### src/rtl/uart_tx_buffered.sv
// Buffered UART transmitter: valid/ready byte FIFO feeding an 8-N-1 serialiser.
// Define UART_TX_PARITY_EN for 8-E-1 frames (even parity bit between data and stop).
module uart_tx_buffered #(
   parameter int CLKS_PER_BIT = 10417,
   parameter int FIFO_DEPTH   = 16
) (
   input  logic                          clk_100mhz,
   input  logic                          rst_n,
   input  logic [7:0]                    data_in,
   input  logic                          valid_in,
   output logic                          ready_out,
   output logic                          tx,
   output logic                          busy,
   output logic [$clog2(FIFO_DEPTH):0]   fifo_count
);

   localparam int AW = $clog2(FIFO_DEPTH);
   localparam int CW = $clog2(CLKS_PER_BIT);
   localparam logic [CW-1:0] BAUD_LAST = CW'(CLKS_PER_BIT - 1);

`ifdef UART_TX_PARITY_EN
   typedef enum logic [2:0] {S_IDLE, S_START, S_DATA, S_PARITY, S_STOP} state_t;
`else
   typedef enum logic [2:0] {S_IDLE, S_START, S_DATA, S_STOP} state_t;
`endif

   logic [7:0]    r_mem [FIFO_DEPTH];
   logic [AW:0]   r_wr_ptr;
   logic [AW:0]   r_rd_ptr;
   state_t        r_state;
   logic [CW-1:0] r_baud;
   logic [2:0]    r_bit_idx;
   logic [7:0]    r_shift;
   logic          r_tx;

   logic w_empty;
   logic w_full;
   logic w_push;
   logic w_pop;
   logic w_bit_end;

   always_comb begin
      w_empty   = (r_wr_ptr == r_rd_ptr);
      w_full    = (r_wr_ptr[AW] != r_rd_ptr[AW]) && (r_wr_ptr[AW-1:0] == r_rd_ptr[AW-1:0]);
      w_push    = valid_in && !w_full;
      w_bit_end = (r_baud == BAUD_LAST);
      // Pop when leaving IDLE or on the last stop cycle, so frames chain with no gap
      w_pop     = !w_empty && ((r_state == S_IDLE) || ((r_state == S_STOP) && w_bit_end));
   end

   always_ff @(posedge clk_100mhz) begin
      if (!rst_n) begin
         r_wr_ptr <= '0;
         r_rd_ptr <= '0;
      end else begin
         if (w_push) r_wr_ptr <= r_wr_ptr + (AW+1)'(1);
         if (w_pop)  r_rd_ptr <= r_rd_ptr + (AW+1)'(1);
      end
   end

   always_ff @(posedge clk_100mhz) begin
      if (w_push) r_mem[r_wr_ptr[AW-1:0]] <= data_in;
   end

   // tx is registered from the current state, so the line lags the state by one cycle
   always_ff @(posedge clk_100mhz) begin
      if (!rst_n) begin
         r_state   <= S_IDLE;
         r_baud    <= '0;
         r_bit_idx <= '0;
         r_shift   <= '0;
         r_tx      <= 1'b1;
      end else begin
         if ((r_state == S_IDLE) || w_bit_end) r_baud <= '0;
         else                                   r_baud <= r_baud + CW'(1);

         case (r_state)
            S_IDLE: begin
               r_tx <= 1'b1;
               if (!w_empty) begin
                  r_shift <= r_mem[r_rd_ptr[AW-1:0]];
                  r_state <= S_START;
               end
            end
            S_START: begin
               r_tx <= 1'b0;
               if (w_bit_end) begin
                  r_bit_idx <= '0;
                  r_state   <= S_DATA;
               end
            end
            S_DATA: begin
               r_tx <= r_shift[r_bit_idx];
               if (w_bit_end) begin
                  r_bit_idx <= r_bit_idx + 3'd1;
`ifdef UART_TX_PARITY_EN
                  if (r_bit_idx == 3'd7) r_state <= S_PARITY;
`else
                  if (r_bit_idx == 3'd7) r_state <= S_STOP;
`endif
               end
            end
`ifdef UART_TX_PARITY_EN
            S_PARITY: begin
               r_tx <= ^r_shift;
               if (w_bit_end) r_state <= S_STOP;
            end
`endif
            S_STOP: begin
               r_tx <= 1'b1;
               if (w_bit_end) begin
                  if (!w_empty) begin
                     r_shift <= r_mem[r_rd_ptr[AW-1:0]];
                     r_state <= S_START;
                  end else begin
                     r_state <= S_IDLE;
                  end
               end
            end
            default: r_state <= S_IDLE;
         endcase
      end
   end

   assign tx         = r_tx;
   assign ready_out  = !w_full;
   assign busy       = (r_state != S_IDLE) || !w_empty;
   assign fifo_count = r_wr_ptr - r_rd_ptr;

endmodule

### config.mk
export PLATFORM = sky130hd
export DESIGN_NAME = uart_tx_buffered
export DESIGN_NICKNAME = d
export VERILOG_FILES = /design/src/rtl/uart_tx_buffered.sv
export SDC_FILE = /design/constraint.sdc
export NUM_CORES = 1
export LEC_CHECK = 0
export ABC_CLOCK_PERIOD_IN_PS = 3680
export CORE_UTILIZATION = 25
export CTS_BUF_LIST = sky130_fd_sc_hd__clkbuf_16
export CTS_CLUSTER_DIAMETER = 30
export DETAILED_ROUTE_END_ITERATION = 12
export HOLD_SLACK_MARGIN = 0.05
export PLACE_DENSITY = 0.36
export SYNTH_ARGS = -nofsm -noshare
export SYNTH_HDL_FRONTEND = slang
export SYNTH_SLANG_ARGS = --single-unit
### constraint.sdc
create_clock -name clk_100mhz -period 3.68 [get_ports clk_100mhz]
set_input_delay 0.92 -clock clk_100mhz [delete_from_list [all_inputs] [get_ports clk_100mhz]]
set_output_delay 0.92 -clock clk_100mhz [all_outputs]
set_load 0.01 [all_outputs]
==> impl_metrics.ini <==
[pwr]
power.internal_mw = 3.60
pwr-share-seq_pct = 44.5
finalPower_mw = 5.04
pwr-share-clk_pct = 35.7
ir_drop_uv = 224
leakagePower_nw = 2.66
p_sw_share_pct = 28.6
power-per-cell-area_nw_per_um2 = 607
p_comb_share_pct = 19.8
p_sw_mw = 1.44

[finish]
syn2layout_area_growth_pct = 19.0
final_nets = 516
seq_area_um2 = 4690
multiInputGateArea_um2 = 2140
layout-drive-gt1-share_pct = 18.8
fill_cells = 2769
antenna_cells = 0

[synthesis]
async_reset_ff_share_pct = 0
yosysWarnings = 0
synth_cells = 449
synth.distinct_cells = 44
synth_area_um2 = 6980
synth_edf_count = 128
yosysTopAreaCell = edfxtp_1
synthFlopType = edfxtp_1
synth_area_leaders = edfxtp_1 55%, dfxtp_1 12%, mux4_2 11%
synthesis.nets = 478
synth_seq_area_share_pct = 67.2
synth_top_area_share_pct = 55.1
synth-seq-cells = 170
syn_area_per_cell_um2 = 15.5

[placed_design]
portBuffers = 18
gp_congestion = 0.721
pre_cts_ws_ns = 0.621
hpwl_mm = 9.92

[cts]
cts_tree = built
cts_resized = 0
clock_path_buffers = 2
root_buffer = clkbuf_16
cts.clk_slew.worst_paths_ns = 0.07
cts_setup_buffers = 0
cts_hold_buf = 0
clk-insertion-delay-late_ns = 0.43
htreeDepth = 4
cts_inserted_buffers = 17
clock_sinks = 170

[sta]
finalSetupTns_ns = 0
period_share_pct = 94.3
finalSetupViolations = 0
clock.fmax_mhz = 288
finalWorstSetupSlack_ns = 0.210
grt_setup_unrepaired = false
worst_pin_slew_ns = 0.663
fin_skew_ns = 0.00970
slew_headroom_pct = 55.7
hold_violations = 0
drv_slew = 0
fin_crit_ns = 3.47

[floorplan]
start_util_pct = 25.7
die-area_um2 = 28600
fp-row-count = 60
die_x_um = 169
ios = 19
fp.dieH_um = 169
fp.coreArea_um2 = 27200

[route]
drt-initial-drc-count = 222
routedWlPerCell_um = 17.3
routed_wirelength_mm = 15.0
vias = 3743
dr.pass1.iters = 4
vias_per_cell = 4.29
ant_nets = 0
drcViolationCount = 0

[global_routing]
grt_pass1_wl_mm = 23.7
track_usage_pct = 11.5
gr-total-overflow = 0
grt_max_degree = 33
grt_pass1_vias = 3934
antenna_found_initial = 0

[hold_path]
hp-start = r_baud[0]$_SDFF_PP0_
hold_class = flip-flop to flip-flop
hold_path_depth = 1
min_to = r_baud[0]$_SDFF_PP0_

[outcome]
status = finished, final reports clean

[worst_setup_path]
r2r_slack_ns = 0.91
cp-start-kind = flip-flop
reg2regPathDepth = 6
endpoint_kind = primary output
cp_max_fo = 14
r2r_start = r_wr_ptr[3]$_SDFFE_PN0P_
required_ns = 2.76
path_class = flip-flop to primary output
critPathArrivalTime_ns = 2.55
rr_endpoint = r_mem[3][2]$_DFFE_PP_

[run]
maxCapViolCount = 0
## power groups by stage
stage          combinational, mW  clock [mW]  sequential (mW)
3_5_place_dp                1.03           0             2.29
5_1_grt                     1.12        1.94             2.26
4_1_cts                     1.03        1.86             2.25
6_report                   0.998        1.80             2.25
2_1_floorplan              0.696           0             2.25
3_3_place_gp                1.02           0             2.29
## worst max-delay path: stages (launching register included)
cell             delay (ns)
dfxtp_1                0.47
inv_1                  0.08
ha_1                   0.30
and4_1                 0.26
and2_1                 0.42
nand2_1                0.10
clkdlybuf4s50_1        0.49
## through the flow
| stage | hold slack, ns | area (um^2) | instances | utilization [%] |
|---|---|---|---|---|
| 6_report | 0.476 | 8300 | 872 | 30.5 |
| 3_5_place_dp | 0.467 | 7700 | 840 | 28.3 |
| 4_1_cts | 0.484 | 8300 | 872 | 30.5 |
| 2_1_floorplan | 0.438 | 6980 | 449 | - |
| 3_3_place_gp | 0.457 | 7700 | 840 | 28.3 |
| 5_1_grt | 0.510 | 8300 | 872 | 30.5 |
## layout by cell type, fill, tap and decap left out, types with 4 or more instances in the layout
cell and instances:
clkbuf_16 17, xnor2_1 12, xor2_1 8, a22o_1 14, clkdlybuf4s50_1 18, o31ai_1 5, nor2_1 49, inv_1 18
mux4_2 34, ha_1 17, edfxtp_1 128, buf_4 18, dfxtp_1 41, a21oi_1 12, inv_8 4, nand2_1 15
nor3_1 5, inv_6 4, o21ai_0 14, nand3_1 15
## kinds of logic after synthesis
kind of cell             count (synthesis)  synth area share (%)
adder cells (fa/ha/maj)                 18                  3.34
buffers and inverters                   36                  2.10
multiplexers                            39                  11.7
AO/OA/AOI/OAI                           56                  5.45
XOR/XNOR                                20                  2.51
flip-flops                             170                  67.2
AND/OR/NAND/NOR                        110                  7.71
## metal layers
layer | track usage [%] | share of wire, % | wire [um]
met3 | 2.74 | 2.6 | 392
met1 | 14.8 | 47 | 7020
met2 | 19.1 | 50 | 7550
met5 | 0 | 0 | 0
met4 | 3.41 | 0.58 | 88
## cell type report
cell class                 instances  share of cell area (%)
clock inverter                    15                    2.10
multi-input combinational        243                    25.8
tap                              372                    5.61
timing repair buffer              37                    4.04
sequential                       170                    56.5
inverter                          18                   0.814
clock buffer                      17                    5.13
## how the worst max path moves through the flow
stage	start	to	slack, ns	cells past startpoint
finish	r_rd_ptr[1]$_SDFFE_PN0P_	busy	0.21	6
global route	r_rd_ptr[1]$_SDFFE_PN0P_	busy	0.03	6
CTS	r_rd_ptr[1]$_SDFFE_PN0P_	busy	0.18	6
detailed placement	valid_in	r_mem[3][0]$_DFFE_PP_	0.62	5
global placement	valid_in	r_mem[3][0]$_DFFE_PP_	0.61	5
floorplan	r_wr_ptr[0]$_SDFFE_PN0P_	r_mem[3][0]$_DFFE_PP_	1.09	6
## registers in the layout (all words and copies together), names as in the netlist, named ones only
name and cells:
r_baud 14, r_bit_idx 3, r_mem 128, r_rd_ptr 5, r_shift 8, r_state 2
r_wr_ptr 5, tx 1
## synthesized netlist by cell type (12+ instances only)
cell      number
inv_1         18
a22o_1        14
mux4_2        34
dfxtp_1       42
nor2_1        49
o21ai_0       14
xnor2_1       12
nand2_1       15
ha_1          17
nand3_1       15
a21oi_1       12
edfxtp_1     128
Power figures use the tool's default switching activity.
